## config.mk

```make
export PLATFORM = sky130hd
export DESIGN_NAME = imem_loader_flat
export DESIGN_NICKNAME = d
export VERILOG_FILES = /design/src/rtl/imem_loader_pkg.sv /design/src/rtl/imem_loader_if.sv /design/src/rtl/imem_loader_byte_assembler.sv /design/src/rtl/imem_loader.sv /design/src/flat_wrapper.sv
export SDC_FILE = /design/constraint.sdc
export NUM_CORES = 1
export LEC_CHECK = 0
export CELL_PAD_IN_SITES_DETAIL_PLACEMENT = 0
export CELL_PAD_IN_SITES_GLOBAL_PLACEMENT = 2
export CORE_ASPECT_RATIO = 1.25
export CORE_UTILIZATION = 39
export DETAILED_ROUTE_END_ITERATION = 8
export PLACE_DENSITY_LB_ADDON = 0.1
export SYNTH_ARGS = -nofsm -noshare
export SYNTH_HDL_FRONTEND = slang
export SYNTH_HIERARCHICAL = 1
export SYNTH_SLANG_ARGS = --single-unit
```

## constraint.sdc

```tcl
create_clock -name clk -period 12.7 [get_ports clk]
set_clock_uncertainty 0.1 [all_clocks]
set_input_delay 1.27 -clock clk [delete_from_list [all_inputs] [get_ports clk]]
set_output_delay 1.27 -clock clk [all_outputs]
set_load 0.005 [all_outputs]
```

## src/rtl/imem_loader_pkg.sv

```systemverilog
// Shared types and constants for the boot-time instruction memory loader.
package imem_loader_pkg;

    typedef enum logic [2:0] {
        IDLE  = 3'd0,
        HDR   = 3'd1,
        LOAD  = 3'd2,
        FLUSH = 3'd3,
        DONE  = 3'd4,
        ERR   = 3'd5
    } Loader_State_t;

    localparam int unsigned LOADER_HDR_BYTES = 4;
    localparam int unsigned LOADER_SIZE      = 1024;
    localparam logic [1:0]  LOADER_LAST_LANE = 2'(LOADER_HDR_BYTES - 1);

    function automatic logic [31:0] word_to_byte_addr(input logic [31:0] idx);
        return idx << 2;
    endfunction

endpackage

```

## src/rtl/imem_loader_if.sv

```systemverilog
// Byte-stream input and instruction-memory write port of the loader.
interface imem_loader_if;
    logic        rx_valid;
    logic [7:0]  rx_data;
    logic        rx_ready;
    logic        we;
    logic [31:0] waddr;
    logic [31:0] wdata;

    modport slave (
        input  rx_valid,
        input  rx_data,
        output rx_ready,
        output we,
        output waddr,
        output wdata
    );

    modport master (
        output rx_valid,
        output rx_data,
        input  rx_ready,
        input  we,
        input  waddr,
        input  wdata
    );
endinterface

```

## src/rtl/imem_loader_byte_assembler.sv

```systemverilog
// Collects four little-endian bytes into a 32-bit word; the 4th byte is
// passed straight through so the word is available on the cycle it arrives.
module imem_loader_byte_assembler
    import imem_loader_pkg::*;
(
    input  logic        clk,
    input  logic        reset,
    input  logic        clear,
    input  logic        take,
    input  logic [7:0]  data,
    output logic [31:0] word,
    output logic        word_complete
);

    logic [1:0]  lane_r;
    logic [23:0] low_r;

    // lane counter and lower three byte lanes
    always_ff @(posedge clk or posedge reset) begin
        if (reset) begin
            lane_r <= 2'd0;
            low_r  <= 24'd0;
        end else if (clear) begin
            lane_r <= 2'd0;
            low_r  <= 24'd0;
        end else if (take) begin
            lane_r <= lane_r + 2'd1;
            case (lane_r)
                2'd0:    low_r[7:0]   <= data;
                2'd1:    low_r[15:8]  <= data;
                2'd2:    low_r[23:16] <= data;
                default: low_r        <= low_r;
            endcase
        end
    end

    assign word          = {data, low_r};
    assign word_complete = take && (lane_r == LOADER_LAST_LANE);

endmodule

```

## src/rtl/imem_loader.sv

```systemverilog
// Boot loader: holds the core, reads a word-count header plus program words
// from a byte stream, writes them from address 0 upward, then releases the core.
module imem_loader
    import imem_loader_pkg::*;
#(
    parameter int unsigned SIZE = LOADER_SIZE
)
(
    input  logic         clk,
    input  logic         reset,
    input  logic         start,
    imem_loader_if.slave bus,
    output logic         core_hold,
    output logic         done,
    output logic         error
);

    Loader_State_t state_r;
    Loader_State_t next_state_s;

    logic        rx_ready_r;
    logic        core_hold_r;
    logic        done_r;
    logic        error_r;
    logic        we_r;
    logic [31:0] waddr_r;
    logic [31:0] wdata_r;
    logic [31:0] n_r;
    logic [31:0] k_r;

    logic        take_s;
    logic        clear_s;
    logic [31:0] word_s;
    logic        word_complete_s;
    logic        hdr_done_s;
    logic        write_s;
    logic        last_word_s;

    // rx_ready is a registered copy of "state is HDR or LOAD"
    assign take_s      = bus.rx_valid && rx_ready_r;
    assign clear_s     = (state_r == IDLE);
    assign last_word_s = ((k_r + 32'd1) == n_r);

    imem_loader_byte_assembler u_asm (
        .clk           (clk),
        .reset         (reset),
        .clear         (clear_s),
        .take          (take_s),
        .data          (bus.rx_data),
        .word          (word_s),
        .word_complete (word_complete_s)
    );

    // state register
    always_ff @(posedge clk or posedge reset) begin
        if (reset) begin
            state_r <= IDLE;
        end else begin
            state_r <= next_state_s;
        end
    end

    // next-state decode and per-cycle strobes
    always_comb begin
        next_state_s = state_r;
        hdr_done_s   = 1'b0;
        write_s      = 1'b0;
        case (state_r)
            IDLE: begin
                if (start) begin
                    next_state_s = HDR;
                end else begin
                    next_state_s = IDLE;
                end
            end
            HDR: begin
                if (word_complete_s) begin
                    hdr_done_s = 1'b1;
                    if (word_s == 32'd0) begin
                        next_state_s = DONE;
                    end else if (word_s > 32'(SIZE)) begin
                        next_state_s = ERR;
                    end else begin
                        next_state_s = LOAD;
                    end
                end else begin
                    next_state_s = HDR;
                end
            end
            LOAD: begin
                if (word_complete_s) begin
                    write_s = 1'b1;
                    if (last_word_s) begin
                        next_state_s = FLUSH;
                    end else begin
                        next_state_s = LOAD;
                    end
                end else begin
                    next_state_s = LOAD;
                end
            end
            FLUSH:   next_state_s = DONE;
            DONE:    next_state_s = DONE;
            ERR:     next_state_s = ERR;
            default: next_state_s = IDLE;
        endcase
    end

    // status outputs registered from the next state
    always_ff @(posedge clk or posedge reset) begin
        if (reset) begin
            rx_ready_r  <= 1'b0;
            core_hold_r <= 1'b1;
            done_r      <= 1'b0;
            error_r     <= 1'b0;
        end else begin
            rx_ready_r  <= (next_state_s == HDR) || (next_state_s == LOAD);
            core_hold_r <= (next_state_s != DONE);
            done_r      <= (next_state_s == DONE);
            error_r     <= (next_state_s == ERR);
        end
    end

    // word count, word index and the registered write port
    always_ff @(posedge clk or posedge reset) begin
        if (reset) begin
            n_r     <= 32'd0;
            k_r     <= 32'd0;
            we_r    <= 1'b0;
            waddr_r <= 32'd0;
            wdata_r <= 32'd0;
        end else begin
            we_r <= write_s;
            if (hdr_done_s) begin
                n_r <= word_s;
                k_r <= 32'd0;
            end else if (write_s) begin
                k_r     <= k_r + 32'd1;
                waddr_r <= word_to_byte_addr(k_r);
                wdata_r <= word_s;
            end
        end
    end

    assign bus.rx_ready = rx_ready_r;
    assign bus.we       = we_r;
    assign bus.waddr    = waddr_r;
    assign bus.wdata    = wdata_r;
    assign core_hold    = core_hold_r;
    assign done         = done_r;
    assign error        = error_r;

endmodule
```

## src/flat_wrapper.sv

```systemverilog
// flat-port wrapper written by rule: the top's interface ports become plain ports
module imem_loader_flat import imem_loader_pkg::*;
#(
    parameter int unsigned SIZE = LOADER_SIZE
)
  (clk, reset, start, core_hold, done, error, bus_rx_valid, bus_rx_data, bus_rx_ready, bus_we, bus_waddr, bus_wdata);
  imem_loader_if bus_i ();
  input  logic clk;
  input  logic reset;
  input  logic start;
  output logic core_hold;
  output logic done;
  output logic error;
  input wire logic [$bits(bus_i.rx_valid)-1:0] bus_rx_valid;
  input wire logic [$bits(bus_i.rx_data)-1:0] bus_rx_data;
  output wire logic [$bits(bus_i.rx_ready)-1:0] bus_rx_ready;
  output wire logic [$bits(bus_i.we)-1:0] bus_we;
  output wire logic [$bits(bus_i.waddr)-1:0] bus_waddr;
  output wire logic [$bits(bus_i.wdata)-1:0] bus_wdata;
  assign bus_i.rx_valid = bus_rx_valid;
  assign bus_i.rx_data = bus_rx_data;
  assign bus_rx_ready = bus_i.rx_ready;
  assign bus_we = bus_i.we;
  assign bus_waddr = bus_i.waddr;
  assign bus_wdata = bus_i.wdata;
  imem_loader #(.SIZE(SIZE)) u_core (.clk(clk), .reset(reset), .start(start), .bus(bus_i), .core_hold(core_hold), .done(done), .error(error));
endmodule
```

# After elaboration in Yosys (flattened, before gate mapping)
# Cells that the tools add are included.
classes:
  reduce_logical: 16
  order_cmp: 1
  n_eq_ne: 14
  n_bitwise: 1
  add_sub_neg: 2
  n_mux: 19
op_table:
  columns: ["cell", "count"]
  rows:
  - ["32-bit 2-to-1 mux", 2]
  - ["24-bit 2-to-1 mux", 2]
  - ["32-bit by 1-bit adder with 32-bit output (second input constant)", 1]
  - ["32-bit equality test", 1]
  - ["32-bit by 11-bit greater-than comparator with 1-bit output (second input constant)", 1]
  - ["32-bit zero test", 1]
  - ["8-bit 2-to-1 mux", 3]
  - ["3-bit one-hot mux with 5 select lines", 1]
  - ["3-bit equality test (second input constant)", 4]
  - ["2-bit nonzero test", 5]
  - ["3-bit by 2-bit equality test with 1-bit output (second input constant)", 3]
  - ["3-bit 2-to-1 mux", 3]
  - ["2-bit AND reduction", 4]
  - ["3-bit by 1-bit equality test with 1-bit output (second input constant)", 2]
  - ["1-bit 2-to-1 mux", 6]
  - ["2-bit equality test (second input constant)", 2]
  - ["2-bit 2-to-1 mux", 2]
  - ["3-bit zero test", 1]
  - ["3-bit inequality test (second input constant)", 1]
  - ["2-bit by 1-bit adder with 2-bit output (second input constant)", 1]
  - ["2-bit by 1-bit equality test with 1-bit output (second input constant)", 1]
  - ["1-bit logical AND", 2]
  - ["2-bit zero test", 1]
  - ["2-bit OR reduction", 1]
  - ["2 further kinds", 2]
totals:
  elab_cells: 67
  ff_bits: 160

# Logic depth before layout (Yosys ltp)
# Gate-level depths: netlist of run 1.
logic_depth:
  word_depth: 7
  depth_mapped: 12
  mapped_depth_nobuf: 10

# Cells and area by module
# Netlist of run 1, hierarchy kept.
modules_own_cells:
  columns: ["module", "instances", "seq_area_each_um2", "cells_each", "area_per_inst_um2"]
  rows:
  - ["imem_loader", 1, 3354.5, 735, 6889.1]
  - ["imem_loader_byte_assembler", 1, 650.6, 113, 1322.5]

# Worst setup path after synthesis of run 1
# No wires, ideal clock.
synth_timing:
  path_type: "in2reg"
  startpoint: "in bus_rx_valid"
  endpoint: "reg u_core.rx_ready_r, in the netlist u_core/bus.rx_ready"
  path_stages: 12
  required_ns: 12.480
  path_slack_ns: 9.209
  setup_time_ns: 0.120
  path_buffers: 2
  arrival_ns: 3.271
  cell_sequence: "and2_1 > buf_6 > and2_1 > nor2b_1 > nand3b_1 > clkbuf_1 > inv_2 > nand4_1 > a2111oi_0 > nand4_1 > or4_1 > o211a_1"
synth_between:
  elab_chain_len: 6
  word_cells_on_any_way: 8
synth_rtl:
  columns: ["element", "line", "rtl"]
  rows:
  - ["start, declared", "flat_wrapper.sv:14", "input wire logic [$bits(bus_i.rx_valid)-1:0] bus_rx_valid;"]
  - ["1-bit logical AND (*)", "imem_loader.sv:40", "assign take_s = bus.rx_valid && rx_ready_r;"]
  - ["1-bit logical AND (*)", "imem_loader_byte_assembler.sv:38", "assign word_complete = take && (lane_r == LOADER_LAST_LANE);"]
  - ["named net u_core.word_complete_s", "imem_loader.sv:34", "logic word_complete_s;"]
  - ["1-bit 2-to-1 mux / 3-bit 2-to-1 mux (equally long branches)", "imem_loader.sv:91, imem_loader.sv:77", null]
  - ["3-bit one-hot mux with 5 select lines (*)", "imem_loader.sv:68", "case (state_r)"]
  - ["3-bit by 1-bit equality test with 1-bit output / 3-bit by 2-bit equality test with 1-bit output (equally long branches)", "imem_loader.sv:117", "rx_ready_r <= (next_state_s == HDR) || (next_state_s == LOAD);"]
  - ["1-bit logical OR (*)", "imem_loader.sv:117", null]
  - ["end signal, assigned", "imem_loader.sv:117", null]
  - ["end, declared", "imem_loader.sv:21", "logic rx_ready_r;"]
# Mark *: on every way through the listed nets, which the timed path passes. The rest lies on a longest branch.
# A chain may end at the register's enable or synchronous reset.

# Worst setup path after layout of run 1
layout_timing:
  startpoint: "in bus_rx_valid"
  endpoint: "reg u_core.k_r[14]"
layout_between:
  elab_chain_len: 5
  word_cells_on_any_way: 7
layout_rtl:
  columns: ["element", "line", "rtl"]
  rows:
  - ["1-bit logical AND (*)", "imem_loader.sv:40", null]
  - ["named net u_core.take_s", "imem_loader.sv:31", "logic take_s;"]
  - ["1-bit logical AND (*)", "imem_loader_byte_assembler.sv:38", null]
  - ["named net u_core.word_complete_s", "imem_loader.sv:34", null]
  - ["1-bit 2-to-1 mux (*)", "imem_loader.sv:77, imem_loader.sv:91", null]
  - ["1-bit 2-to-1 mux", "imem_loader.sv:68", null]
  - ["32-bit 2-to-1 mux / 2-bit nonzero test (equally long branches)", null, null]
  - ["end signal, assigned", "imem_loader.sv:138", "k_r <= k_r + 32'd1;"]
  - ["end, declared", "imem_loader.sv:29", "logic [31:0] k_r;"]
# Marks and branches as above.

==> impl_metrics.toml, run 1 <==
[cells_and_area]
n_antenna_cell = 0
fillers = 2006
design_area_sq_um = 9520
fin_nets = 900
fin_util_pct = 45.9
drive_above_1_share_pct = 10.8
area_growth_pct = 15.9
multi_input_area_sq_um = 3720
regArea_sq_um = 4010

[setup_path]
reg2reg_slack_ns = 8.59
arrival_ns = 5.18
worst_setup_path_end_kind = "flip-flop"
required_ns = 12.92
path_cells = "clkdlybuf4s50_1, and2_1, and2_1, nor2b_1, nand3b_1, buf_4, inv_2, buf_4, nor2_2, o21ai_0, o31ai_1"
critPathMaxFanout = 107
r2r-end = "u_core/k_r[14]$_DFFE_PP0P_"
critPathLaunchType = "input pin"
path_class = "input pin to flip-flop"
crit_slowest_cell = "nor2_2"
slowest_delay_ns = 1.02
r2r_start = "u_core/bus.rx_ready$_DFF_PP0_"
r2r_cells = 10

[drt]
drtIter0Drc = 390
dr_wl_met2_mm = 10.4
wl_mm = 21.1
wl_met3_um = 609
postRouteAntennaNets = 0
route.detailed.drc = 0
routed_via_density = 5.30
drt_pass1_iterations = 5
wl_met1_mm = 9.50
dr.max_layer_used = "met4"
num_vias = 6201
wire_per_inst_um = 18.0

[logic_synthesis]
synth_top_area_share_pct = 48.5
yosysMostFrequentCell = "nand2_1"
synthCells = 848
syn_area_sq_um = 8210
synth_top_cell_by_area = "dfrtp_1"
yosysWarnings = 6
dominantRegCellSynth = "dfrtp_1"
yosys-top-cells-count = "nand2_1, dfrtp_1, o21ai_0"
synth-seq-cells = 160
synth_edf_count = 0
yosys-top-cells-area = "dfrtp_1, nand2_1, mux2_2"
yosysSeqAreaShare_pct = 48.8
yosysUniqueCellTypes = 74
avgSynthCellArea_sq_um = 9.68
async_reset_ff_share_pct = 100

[min_path]
min_path_type = "flip-flop to flip-flop"
hold_depth = 2
holdPathEnd = "u_core/bus.waddr[21]$_DFFE_PP0P_"
worstHoldStart = "u_core/bus.waddr[21]$_DFFE_PP0P_"

[timing]
period_minus_slack_ns = 4.97
tns_ns = 0
finalHoldViolations = 0
fmax_ghz = 0.201
setup_ws_ns = 7.73
grt_setup_unrepaired = "no"
fin_crit_sh_pct = 39.1
tightest_slew_ns = 1.19
setup_viol = 0
hold_slack_ns = 0.371
slew_headroom_pct = 20.4
slew_violations = 0

[global_routing]
overflow = 0
grt_pass1_wl_mm = 34.5
grt_max_degree = 108
antenna_found_initial = 0
grt_pass1_vias = 6179
grt_use_total_pct = 20.6

[pwr]
p_sw_uw = 246
p_sw_share_pct = 23.7
leakagePower_uw = 0.00455
peakVddDrop_mv = 0.0890
combPwrFrac_pct = 1.8
power_density_nw_per_um2 = 109
p_int_uw = 791
p_seq_share_pct = 49.1
power.share.clock_pct = 49.1

[die]
die_h_um = 164
coreArea_sq_um = 20700
die_w_um = 132
num_io_pins = 81
rows = 59
start_util_pct = 39.6
dieArea_sq_um = 21600

[clock_network]
cts_buffers = 17
cts.sinks = 160
cts-resized-gates = 0
tritoncts = "yes"
post_cts_buffers = 0
clk_pin_slew_ns = 0.07
holdBufCountCts = 0
h-tree-depth = 4
clock_latency_ns = 0.43
root_buffer = "clkbuf_16"
clock_path_buffers = 2

[status]
outcome = "complete, no violations"

[placement]
place_congestion = 0.855
place_area_sq_um = 8940
post-place-ws_ns = 7.19
dpl.hpwl_mm = 14.6
portBuffers = 78

[run]
cap_violations = 0
==> worst max-delay path, delay by kind of cell <==
family | cells | cell delay [ns]
simple gates | 5 | 1.72
compound gates | 2 | 0.38
buf+inv | 4 | 1.69
==> layout make-up <==
class	instances	share of cell area, %
clock buffer	18	4.51
clock inverter	14	1.56
inverter	9	0.381
multi-input combinational	610	39.1
sequential	160	42.1
tap	274	3.60
timing repair buffer	85	8.75
==> layer usage <==
layer / up-vias / track usage, %
li1: 2972 / -
met1: 3046 / 26.4
met2: 145 / 34.6
met3: 38 / 3.06
met4: 0 / 9.04
met5: - / 0
==> per-stage QoR <==
stage	power, uW	std cells
finish	1040	1170
global route	1070	1170
CTS	1050	1170
detailed placement	539	1138
global placement	539	1138
floorplan	531	849
==> flip-flops by register name, summed over array words and instances, names as in the netlist <==
register / flops
u_core/state_r: 3
u_core/bus.we: 1
u_core/error: 1
u_core/n_r: 32
u_core/core_hold: 1
u_core/done: 1
u_core/bus.wdata: 32
u_core/u_asm/low_r: 24
u_core/bus.waddr: 30
u_core/bus.rx_ready: 1
u_core/u_asm/lane_r: 2
u_core/k_r: 32
==> how the worst max path moves through the flow <==
stage                 startpoint  cells after the start  slack (ns)                             to
global route        bus_rx_valid                     11        7.26     u_core/k_r[25]$_DFFE_PP0P_
floorplan                  reset                      1        7.75  u_core/bus.rx_ready$_DFF_PP0_
CTS                 bus_rx_valid                     11        7.63     u_core/k_r[14]$_DFFE_PP0P_
global placement    bus_rx_valid                     11        7.33     u_core/k_r[21]$_DFFE_PP0P_
finish              bus_rx_valid                     11        7.73     u_core/k_r[14]$_DFFE_PP0P_
detailed placement  bus_rx_valid                     11        7.19     u_core/k_r[14]$_DFFE_PP0P_
==> logic make-up after synthesis <==
group                    after synthesis  synth area share (%)
buffers and inverters                 79                  6.02
multiplexers                          59                  7.68
other                                  1                0.0457
XOR/XNOR                              42                  4.83
flip-flops                           160                  48.8
adder cells (fa/ha/maj)                5                 0.762
AND/OR/NAND/NOR                      392                  23.4
AO/OA/AOI/OAI                        110                  8.53
==> power by group through the flow <==
stage	Sequential, uW	Combinational (uW)	Clock, uW
6_report	509	18.6	509
5_1_grt	509	21.4	543
4_1_cts	509	19.9	522
3_5_place_dp	519	19.9	0
3_3_place_gp	519	19.5	0
2_1_floorplan	519	11.6	0
==> layout by cell type (no fill, tap or decap), drive strengths merged, types with 4 or more instances in the layout <==
cell type and instances:
nand3 22, clkinvlp 4, buf 7, nor4 15, and4 10, nand4 16, nand2 219, and2 10
o41ai 6, dfrtp 159, a21oi 12, ha 5, clkbuf 18, xor2 20, nand2b 35, a31oi 13
clkdlybuf4s50 78, nor2 35, nor3 5, xnor2 20, and3 7, inv 16, o21ai 43, mux2 32
nor3b 4, mux2i 27, o31ai 13
(Power assumes the default switching activity.)
==> inputs of run 2 (changes only) <==
- CORE_UTILIZATION: 39 -> 33
- clock period: 12.7 -> 4.54 ns (I/O delays scaled with it)
==> run 2 against run 1 <==
  * Via count is 0.45% higher
  * Cell area is 1.4% higher
  * Die area is 18% higher
  * Critical path depth is 2 lower
  * First-iteration DRC count stayed put
  * Clock power grew to 2.9 times the previous value
  * Combinational power grew to 3.1 times the previous value
  * Worst setup slack worse by 7.0 ns
  * Critical path type is now flip-flop to flip-flop
  * Largest power group is now the clock network
==> impl_metrics.toml, run 2 (same netlist as run 1, synthesis figures left out) <==
[global_routing]
grt_use_total_pct = 19.8
grt_pass1_wl_mm = 37.3
antenna_found_initial = 0
grt_max_degree = 87
overflow = 0
grt_pass1_vias = 6333

[pwr]
p_int_uw = 2320
p_sw_uw = 640
p_seq_share_pct = 48.2
peakVddDrop_mv = 0.265
p_total_uw = 2960
leakagePower_uw = 0.00460
power.share.clock_pct = 49.9
power_density_nw_per_um2 = 306
p_sw_share_pct = 21.6
combPwrFrac_pct = 1.9

[cells_and_area]
area_growth_pct = 17.6
final_cell_mix = "nand2_1, dfrtp_1, clkdlybuf4s50_1"
n_antenna_cell = 0
final_common_cell = "nand2_1"
fillers = 2464
drive_above_1_share_pct = 11.0
fin_nets = 906

[status]
outcome = "complete, no violations"

[clock_network]
post_cts_buffers = 0
h-tree-depth = 4
clock_path_buffers = 2
tritoncts = "yes"
cts-resized-gates = 0
cts.sinks = 160
root_buffer = "clkbuf_16"
cts_buffers = 17
clk_pin_slew_ns = 0.06
clock_latency_ns = 0.43
holdBufCountCts = 0

[min_path]
min_path_type = "flip-flop to flip-flop"

[timing]
fmax_ghz = 0.266
grt_setup_unrepaired = "no"
tns_ns = 0
slew_violations = 0
finalHoldViolations = 0
tightest_slew_ns = 1.06
slew_headroom_pct = 29.5
setup_viol = 0
fin_crit_sh_pct = 82.8
period_minus_slack_ns = 3.76

[die]
start_util_pct = 33.6
dieArea_sq_um = 25500
die_w_um = 143
rows = 64
num_io_pins = 81
die_h_um = 178
coreArea_sq_um = 24400

[drt]
postRouteAntennaNets = 0
wl_mm = 23.4
drt_pass1_iterations = 5
wire_per_inst_um = 19.0
drtIter0Drc = 390
route.detailed.drc = 0
routed_via_density = 5.06
num_vias = 6229

[placement]
dpl.hpwl_mm = 16.7
place_congestion = 0.875
portBuffers = 78

[setup_path]
required_ns = 4.76
worst_setup_path_end_kind = "flip-flop"
arrival_ns = 3.98
critPathMaxFanout = 9
critPathLaunchType = "flip-flop"
path_class = "flip-flop to flip-flop"

[run]
cap_violations = 0
## run 2: area by class of cell
type	count	area, sq um	share of cell area [%]
clock buffers	22	454	4.70
clock inverters	10	135	1.40
inverters	9	36.3	0.376
multi-input cells	610	3720	38.5
flip-flops and latches	160	4010	41.5
well taps	330	413	4.28
repair buffers	91	891	9.23
## run 2: worst paths after layout
kind / cells after the start / to / startpoint / slack [ns]
hold reg to reg: 2 / u_core/bus.waddr[18]$_DFFE_PP0P_ / u_core/bus.waddr[18]$_DFFE_PP0P_ / 0.37
min in group asynchronous: 2 / u_core/bus.wdata[8]$_DFFE_PP0P_ / reset / 0.41
setup / recovery: 9 / u_core/bus.rx_ready$_DFF_PP0_ / u_core/k_r[0]$_DFFE_PP0P_ / 0.78
max in group asynchronous: 3 / u_core/k_r[5]$_DFFE_PP0P_ / reset / 3.09
setup reg to reg: 9 / u_core/bus.rx_ready$_DFF_PP0_ / u_core/k_r[0]$_DFFE_PP0P_ / 0.78
hold / removal: 2 / u_core/bus.waddr[18]$_DFFE_PP0P_ / u_core/bus.waddr[18]$_DFFE_PP0P_ / 0.37
## run 2: critical path: stages (launching register included)
cell      delay (ns)
dfrtp_1         0.46
ha_1            0.29
nand3_1         0.21
nor4_2          0.96
buf_4           0.32
a22oi_1         0.10
a21oi_1         0.36
o211ai_1        0.20
or4_1           0.51
o211a_1         0.15
## run 2: power groups by stage
stage               Clock [uW]  Combinational [uW]  Sequential [uW]
detailed placement           0                61.0             1450
finish                    1480                56.9             1430
global placement             0                60.3             1450
global route              1580                64.9             1420
floorplan                    0                32.5             1450
CTS                       1520                61.0             1430
## run 2: through the flow
stage / std cells / setup WS (ns) / hold WS [ns] / cell area, sq um / util, %
floorplan: 849 / 0.405 / 0.370 / 8220 / -
global placement: 1200 / 0.887 / 0.358 / 9070 / 37.1
detailed placement: 1200 / 0.840 / 0.361 / 9070 / 37.1
CTS: 1232 / 0.844 / 0.379 / 9660 / 39.5
global route: 1232 / 0.655 / 0.399 / 9660 / 39.5
finish: 1232 / 0.779 / 0.371 / 9660 / 39.5
## run 2: per-layer routing
metal	track usage [%]	share of wire (%)
met5	0	0
met4	8.69	2.8
met3	3.33	2.6
met2	32.2	49
met1	25.7	46
